--- config.mk ---
export PLATFORM = sky130hd
export DESIGN_NAME = mult_div_unit
export DESIGN_NICKNAME = d
export VERILOG_FILES = /design/src/rtl/mult_div_unit.sv
export SDC_FILE = /design/constraint.sdc
export NUM_CORES = 1
export LEC_CHECK = 0
export CAP_MARGIN = 20
export CORE_AREA = 2 2 184 186
export CTS_BUF_LIST = sky130_fd_sc_hd__clkbuf_4 sky130_fd_sc_hd__clkbuf_8 sky130_fd_sc_hd__clkbuf_16
export CTS_CLUSTER_DIAMETER = 40
export DETAILED_ROUTE_END_ITERATION = 8
export DIE_AREA = 0 0 186 188
export DONT_BUFFER_PORTS = 1
export GPL_ROUTABILITY_DRIVEN = 0
export HOLD_SLACK_MARGIN = 0.05
export PLACE_DENSITY = 0.62
export SLEW_MARGIN = 20
export SYNTH_ARGS = -nofsm -noshare
export SYNTH_HDL_FRONTEND = slang
export SYNTH_SLANG_ARGS = --single-unit
--- constraint.sdc ---
create_clock -name clk -period 10.17 [get_ports clk]
set_clock_uncertainty 0.2 [all_clocks]
set_input_delay 2.034 -clock clk [delete_from_list [all_inputs] [get_ports clk]]
set_output_delay 2.034 -clock clk [all_outputs]
set_load 0.01 [all_outputs]
--- src/rtl/mult_div_unit.sv ---
// mult_div_unit: iterative 32x32 multiply / 32/32 divide unit with
// architectural HI/LO registers. One operation occupies the unit for
// 34 cycles: accept, 32 iteration steps, then a sign-fixup/write cycle.
module mult_div_unit (
  input  logic        clk,
  input  logic        rst_n,
  input  logic        start,
  input  logic [5:0]  func,
  input  logic [31:0] op_a,
  input  logic [31:0] op_b,
  output logic        busy,
  output logic        stall,
  output logic        done,
  output logic [31:0] hi,
  output logic [31:0] lo
);

  typedef enum logic [1:0] {IDLE, RUN, FIX} state_t;

  state_t      state, state_nx;
  logic [4:0]  cnt;
  logic        is_div, neg_res, neg_rem, div_zero;
  logic [31:0] a_raw, opnd, acc_hi, acc_lo;

  logic        is_mul_op, is_div_op, signed_op, accept;
  logic        a_neg, b_neg;
  logic [31:0] a_mag, b_mag;
  logic [32:0] mul_sum, add_in, shifted;
  logic        sub_ok;
  logic [31:0] rem_sub;
  logic [31:0] step_hi, step_lo;
  logic [63:0] prod, prod_fix;
  logic [31:0] q_fix, r_fix, hi_fix, lo_fix;

  // Decode the request and form operand magnitudes for signed ops.
  always_comb begin
    is_mul_op = (func == 6'h18) || (func == 6'h19);
    is_div_op = (func == 6'h1A) || (func == 6'h1B);
    signed_op = (func == 6'h18) || (func == 6'h1A);
    accept    = start && (state == IDLE) && (is_mul_op || is_div_op);
    a_neg     = signed_op && op_a[31];
    b_neg     = signed_op && op_b[31];
    a_mag     = a_neg ? -op_a : op_a;
    b_mag     = b_neg ? -op_b : op_b;
  end

  // One iteration step: shift-add multiply or restoring divide.
  // Both share acc_hi/acc_lo: product halves, or remainder/quotient-shift.
  always_comb begin
    add_in   = acc_lo[0] ? {1'b0, opnd} : '0;
    mul_sum  = {1'b0, acc_hi} + add_in;
    shifted  = {acc_hi, acc_lo[31]};
    sub_ok   = shifted >= {1'b0, opnd};
    // Remainder after a successful subtract is below the divisor, so a
    // 32-bit difference is exact.
    rem_sub  = shifted[31:0] - opnd;
    step_hi  = '0;
    step_lo  = '0;
    if (is_div) begin
      step_hi = sub_ok ? rem_sub : shifted[31:0];
      step_lo = {acc_lo[30:0], sub_ok};
    end else begin
      {step_hi, step_lo} = {mul_sum, acc_lo[31:1]};
    end
  end

  // Sign correction and divide-by-zero override for the final write.
  always_comb begin
    prod     = {acc_hi, acc_lo};
    prod_fix = neg_res ? -prod : prod;
    q_fix    = neg_res ? -acc_lo : acc_lo;
    r_fix    = neg_rem ? -acc_hi : acc_hi;
    if (div_zero) begin
      hi_fix = a_raw;
      lo_fix = '1;
    end else if (is_div) begin
      hi_fix = r_fix;
      lo_fix = q_fix;
    end else begin
      hi_fix = prod_fix[63:32];
      lo_fix = prod_fix[31:0];
    end
  end

  // Next-state and status outputs.
  always_comb begin
    state_nx = state;
    case (state)
      IDLE:    if (accept) state_nx = RUN;
      RUN:     if (cnt == 5'd31) state_nx = FIX;
      FIX:     state_nx = IDLE;
      default: state_nx = IDLE;
    endcase
    busy  = (state != IDLE);
    stall = start && busy;
  end

  // State register.
  always_ff @(posedge clk or negedge rst_n) begin
    if (!rst_n) state <= IDLE;
    else        state <= state_nx;
  end

  // Datapath, counter and HI/LO registers.
  always_ff @(posedge clk or negedge rst_n) begin
    if (!rst_n) begin
      cnt      <= '0;
      is_div   <= 1'b0;
      neg_res  <= 1'b0;
      neg_rem  <= 1'b0;
      div_zero <= 1'b0;
      a_raw    <= '0;
      opnd     <= '0;
      acc_hi   <= '0;
      acc_lo   <= '0;
      done     <= 1'b0;
      hi       <= '0;
      lo       <= '0;
    end else begin
      done <= 1'b0;
      case (state)
        IDLE: begin
          if (accept) begin
            cnt      <= '0;
            is_div   <= is_div_op;
            neg_res  <= a_neg ^ b_neg;
            neg_rem  <= a_neg && is_div_op;
            div_zero <= is_div_op && (op_b == '0);
            a_raw    <= op_a;
            opnd     <= is_div_op ? b_mag : a_mag;
            acc_hi   <= '0;
            acc_lo   <= is_div_op ? a_mag : b_mag;
          end else if (start && func == 6'h11) begin
            hi <= op_a;
          end else if (start && func == 6'h13) begin
            lo <= op_a;
          end
        end
        RUN: begin
          acc_hi <= step_hi;
          acc_lo <= step_lo;
          cnt    <= cnt + 5'd1;
        end
        FIX: begin
          hi   <= hi_fix;
          lo   <= lo_fix;
          done <= 1'b1;
        end
        default: ;
      endcase
    end
  end

endmodule

==> qor.yml <==
logic_synthesis:
  syn_nets: 2150
  ys_ff_latch: 204
  ys.flop_type: "dfrtp_1"
  synth_area_mm2: 0.0163
  yosysSeqAreaShare_pct: 31.3
  ys_types: 80
  synthCells: 2005
  synth_edf_count: 0
  avgSynthCellArea_um2: 8.13
  synthArstFlopShare_pct: 100
  yosysWarnings: 0
critical_path:
  r2r_setup_slack_ps: 5560
  critPathMaxFanout: 6
  reg2reg_depth: 10
  required_ps: 10340
  r2r_end: "acc_hi[30]"
  endpoint_kind: "flip-flop"
  critPathKind: "in -> reg"
  crit_path_start_kind: "input pin"
  r2r-start: "acc_hi[8]"
  arrival_ps: 4860
route:
  drtPass1Iterations: 9
  ant_nets: 0
  routed_wl_um: 58700
  via_per_inst: 6.54
  avgRoutedWirePerCell_um: 24.4
  detail_route.iter0.violations: 1782
  via_count: 15691
  drc_errors: 0
power_and_ir_drop:
  switchingPower_mw: 2.27
  pwr_density_cell_mw_per_mm2: 292
  power_frac_seq_pct: 27.2
  p_total_mw: 5.24
  switching_share_pct: 43.4
  p_leak_nw: 7.47
  intPower_mw: 2.97
  clockPowerShare_pct: 27.2
  p_comb_share_pct: 45.6
  peakVddDrop_uv: 147
sta:
  finalCritPeriodShare_pct: 46.2
  fin_crit_ps: 4690
  final.setup.tns_ps: 0
  finalSetupViolations: 0
  slew_headroom_pct: 29.1
  max_freq_mhz: 213
  rsz0062_at_grt: "no"
  report.final.slew_viol_count: 0
  hold_viol: 0
  worstMarginPinSlew_ps: 1060
clocking:
  h-tree-depth: 2
  clock_latency_ps: 540
  clock-sinks: 204
  cts_tree: "built"
  cts.clk_slew.worst_paths_ps: 50
  cts_buffer_depth: 3
  postCtsResizedCells: 0
  postCtsSetupBuffers: 0
  root_buffer: "clkbuf_16"
  numCtsBuffers: 40
  cts_hold_buf: 0
final_layout:
  final_area_mm2: 0.0179
  insertedDiodeCount: 0
  stdcell_count: 2401
  syn2layout_area_growth_pct: 9.88
  final_nets: 2069
  drive_above_1_share_pct: 8.09
  n_fill_cell: 3153
  post-route-util_pct: 54.1
worst_hold_path:
  min_from: "opnd[8]"
  hold_end: "opnd[8]"
  hold_path_depth: 2
  hold_class: "reg -> reg"
floorplanning:
  dieArea_mm2: 0.0350
  row_count: 67
  die_y_um: 188
  core_mm2: 0.0331
  start_util_pct: 49.3
  die_w_um: 186
  num_io_pins: 140
global_route:
  grt.total_usage_pct: 33.4
  grt_pass1_wl_um: 89200
  antenna_found_initial: 0
  grt-ovfl-total: 0
  grt_max_degree: 205
  grt_pass1_vias: 14840
placement:
  portBuffers: 0
  hpwl_um: 42500
  dp.cells: 2329
  place_area_mm2: 0.0165
job:
  drv_cap: 0
outcome:
  status: "complete, no violations"
flip-flops by register name, indices dropped and copies added (netlist names):
register	cells
hi	32
div_zero	1
neg_res	1
a_raw	32
opnd	32
is_div	1
cnt	5
acc_lo	32
neg_rem	1
acc_hi	32
state	2
done	1
lo	32
kinds of logic (layout without fill, tap and decap cells):
kind of cell,after synthesis,count (layout),synth area share [%]
AOI/OAI and AO/OA,667,667,25.9
adders and majority gates,72,72,5.62
muxes,93,93,6.01
buffers and inverters,204,152,4.95
xor gates and xnor gates,161,161,8.65
and+or+nand+nor,604,604,17.5
DFF,204,204,31.3
Yosys cell counts, types with 8 or more instances:
master	count	area, um2
nand4_1	12	75.1
ha_1	70	876
o21ai_0	206	1030
mux2i_1	54	541
a222oi_1	15	150
inv_1	62	233
a21oi_1	152	761
a221oi_1	11	96.3
o22ai_1	24	150
nor3_1	48	240
o31ai_1	33	248
a21o_1	34	255
xor2_1	73	639
nand2b_1	20	125
a22o_1	8	70.1
o211ai_1	12	90.1
mux2_2	38	428
nand3_1	30	150
o221ai_1	23	201
or3_1	17	106
xnor2_1	88	771
o41ai_1	12	105
dfrtp_1	204	5100
and2_1	17	106
a31oi_1	18	113
nor4_1	12	75.1
nand2_1	202	758
a211oi_1	46	345
nor2_1	180	676
or4_1	14	105
buf_1	8	30.0
clkbuf_1	121	454
per-stage QoR:
stage                     hold WS [ps]  worst slack (ps)
after floorplan                    239              5540
after CTS                          273              5450
after global placement             258              4950
after detailed placement           260              4910
after global routing               312              5110
final                              271              5480
layer usage:
| layer | GRT usage (%) | vias up | wire length, um |
|---|---|---|---|
| li1 | - | 7173 | - |
| met1 | 45.3 | 7643 | 24500 |
| met2 | 51.3 | 777 | 26400 |
| met3 | 8.93 | 98 | 5990 |
| met4 | 11.7 | 0 | 1780 |
| met5 | 0 | - | 0 |
power groups by stage:
| stage | sequential (mW) | clock (mW) | combinational, mW |
|---|---|---|---|
| after floorplan | 1.21 | 0 | 1.91 |
| after global placement | 1.42 | 0 | 2.30 |
| after detailed placement | 1.43 | 0 | 2.33 |
| after CTS | 1.41 | 1.44 | 2.34 |
| after global routing | 1.45 | 1.47 | 2.63 |
| final | 1.43 | 1.42 | 2.39 |
worst max path at each step:
stage / endpoint / slack (ps) / cells past startpoint / start
final: acc_lo[24] / 5480 / 9 / op_a[4]
after floorplan: acc_lo[27] / 5540 / 9 / op_b[8]
after CTS: acc_lo[6] / 5450 / 9 / func[4]
after global routing: acc_lo[6] / 5110 / 9 / func[4]
after detailed placement: acc_lo[6] / 4910 / 9 / func[4]
after global placement: acc_lo[10] / 4950 / 8 / func[4]
cells in the final DEF, fill, tap and decap left out, drive strengths merged, types with 11 or more instances in the layout:
cell type,n
inv,69
xor2,73
nand4,13
o21ai,210
mux2i,54
nand3,30
nor2,182
buf,18
a211oi,46
or3,17
a21oi,152
o211ai,12
a31oi,18
o221ai,23
o41ai,13
mux2,39
xnor2,88
clkbuf,43
a222oi,15
nand2b,20
nand2,202
or4,17
o31ai,33
o22ai,24
nor3,49
and2,18
dfrtp,204
nor4,13
ha,70
a221oi,11
clkinv,11
a21o,34
final cells by class:
cell class                 count  area [um2]  share of cell area [%]
timing repair buffer          18         155                   0.866
multi-input combinational   1597       10400                    58.2
tap                          448         561                    3.13
sequential                   204        5110                    28.5
clock buffer                  43        1030                    5.75
clock inverter                28         400                    2.23
inverter                      63         236                    1.32
worst max-delay path, stage by stage:
cell      delay (ps)
or3_1            400
nor4b_1          790
nand2_1          350
nor3_1           530
a21oi_1          170
xnor2_1          220
nor2_1            60
a21oi_1          170
o221ai_1         140
(Power assumes the default switching activity.)
==> RTL edit: new RTL, same flow settings <==
The 3 states of `state_t` get a one-hot encoding in 3 bits.
--- a/src/rtl/mult_div_unit.sv
+++ b/src/rtl/mult_div_unit.sv
@@ -15,7 +15,7 @@
   output logic [31:0] lo
 );
 
-  typedef enum logic [1:0] {IDLE, RUN, FIX} state_t;
+  typedef enum logic [2:0] {IDLE = 3'b001, RUN = 3'b010, FIX = 3'b100} state_t;
 
   state_t      state, state_nx;
   logic [4:0]  cnt;
Check against the original RTL: same outputs for any inputs over 4 cycles, from zero or initial values and one cycle with rst_n low; so few cycles prove little.
==> RTL edit against the original RTL <==
- total power decreased by 27%
- sequential share of layout area increased by 0.46 points
- sequential cell count is 1 higher
- worst setup slack lost 84 ps
- wire length decreased by 1.1%
- final area down 1.1%
- critical path depth increased by 1
- die area unchanged
- final cell count grew 0.21%
- synthesized cell count decreased by 0.80%
- utilization decreased by 0.58 points
- area after synthesis is 1.7% lower
- via count is 2.0% lower
==> RTL edit: results (changes against the original RTL) <==
critical path arrival - 5040 ps (+180 ps)
Distinct cells, synth - 87 (+8.8%)
maximum vdd drop - 0.144 mV (-1.9%)
WL/cell - 24.1 um (-1.3%)
Static Leak - 7.59 nW (+1.7%)
Slew @ Worst Pin - 1030 ps (-32.6 ps)
drt first pass iters - 6 (-3)
met1 GRT Util - 44.7% (-0.61 points)
layout cells sized above 1 - 6.69% (-1.4 points)
crit path max fanout - 18 (+12)
grt met3 use - 7.03% (-1.9 points)
P_int - 2.36 mW (-20%)
met2 usage - 50.5% (-0.79 points)
sequential area share after synthesis - 32.0% (+0.71 points)
outcome - complete, no violations
clk root buf - clkbuf_16
post-DP HPWL - 42,300 um (-0.56%)
total CTS buffers - 39 (-2.5%)
synth warn - 0 (unchanged)
clock slew at reported path FFs - 50 ps (about the same)
Post-CTS Setup Repair Bufs - 0 (unchanged)
r2r setup slk - 5390 ps (-170 ps)
most common cell in the netlist - nand2_1
first-pass GRT wire length - 89,000 um (-0.22%)
Min Hold Slack - 269 ps (-2.39 ps)
initial antenna violation count - 4 (+4)
post-synth net total - 2,134 (-0.74%)
H-tree levels - 2 (unchanged)
cells taking the most area after synthesis - dfrtp_1, nand2_1, ha_1
1st-iter DRT viols - 1,568 (-12%)
GRT Util Overall - 33.4% (about the same)
fill count - 3,149 (-0.13%)
via count - 15,400 (-2.0%)
Clk Latency, worst-skew pair - 540 ps (about the same)
port bufs - 0 (unchanged)
Layout Nets - 2,073 (+0.19%)
post-cts sizing count - 0 (unchanged)
top post-synthesis cells by count - nand2_1, dfrtp_1, o21ai_0, nor2_1, a21oi_1
largest net degree at the start of global routing - 206 (+0.49%)
[RTL edit: cell count changes in the layout (fill, tap and decap cells not counted), moves of 11 or more]
cell / before / now
a222oi_1: 15 / 4
nand3_1: 29 / 70
a211oi_1: 45 / 22
nor2_1: 180 / 148
a22oi_1: 7 / 32
mux2_2: 38 / 2
o21ai_0: 206 / 171
nand2_1: 202 / 272
mux2i_1: 54 / 84
[RTL edit: path summary, 6_finish.rpt]
kind	from	to	cells past startpoint
worst max register to register	acc_hi[3]	acc_hi[25]	10
min in group asynchronous	rst_n	opnd[12]	0
worst min-delay path	a_raw[30]	a_raw[30]	2
worst max-delay path	acc_hi[3]	acc_hi[25]	10
worst min register to register	a_raw[30]	a_raw[30]	2
max in group asynchronous	rst_n	acc_lo[17]	0
[RTL edit: power groups by stage]
stage | clock network [mW] | registers, mW | logic [mW]
after detailed placement | 0 | 1.21 | 1.21
after global routing | 1.44 | 1.22 | 1.36
after global placement | 0 | 1.21 | 1.19
final | 1.39 | 1.21 | 1.23
after floorplan | 0 | 1.10 | 0.948
after CTS | 1.41 | 1.20 | 1.21
[RTL edit: worst max-delay path, stage by stage, from the launching register on]
cell      delay [ps]
dfrtp_1          510
ha_1             440
nand2_1          140
o21ai_1          340
a31oi_1          300
o31a_1           410
o21ai_1          530
a2111o_1         450
nand2_1          580
or4_1            700
nand3_1           90
[RTL edit: metal layers]
layer,part of all wire (%),up-vias
li1,-,7080
met4,5.9,4
met2,44,737
met3,9.0,156
met5,0.048,-
met1,41,7396
[RTL edit: final cells by class]
| cell class | count | area [um2] | area share, % |
|---|---|---|---|
| clock buffers | 44 | 1050 | 5.92 |
| clock inverters | 27 | 353 | 1.99 |
| inverters | 68 | 255 | 1.44 |
| multi-input cells | 1594 | 10200 | 57.7 |
| flip-flops and latches | 205 | 5130 | 29.0 |
| well taps | 448 | 561 | 3.16 |
| repair buffers | 20 | 150 | 0.847 |
[RTL edit: stage by stage]
stage	power (mW)	util (%)	std cells	worst slack, ps	cell area, um2
CTS	3.82	53.5	2406	5460	17700
detailed placement	2.42	49.3	2335	4900	16300
finish	3.83	53.5	2406	5390	17700
floorplan	2.05	-	1989	5350	16000
global placement	2.39	49.3	2335	4940	16300
global route	4.02	53.5	2406	5220	17700
[RTL edit: logic make-up (layout without fill, tap and decap cells)]
group	Yosys count	count (layout)	synth area share, %
compound gates	595	595	23.5
mux	86	86	5.39
flops	205	205	32.0
buf+inv	190	159	4.51
simple gates	666	666	19.3
fa+ha+maj	72	72	5.71
xor+xnor	175	175	9.56
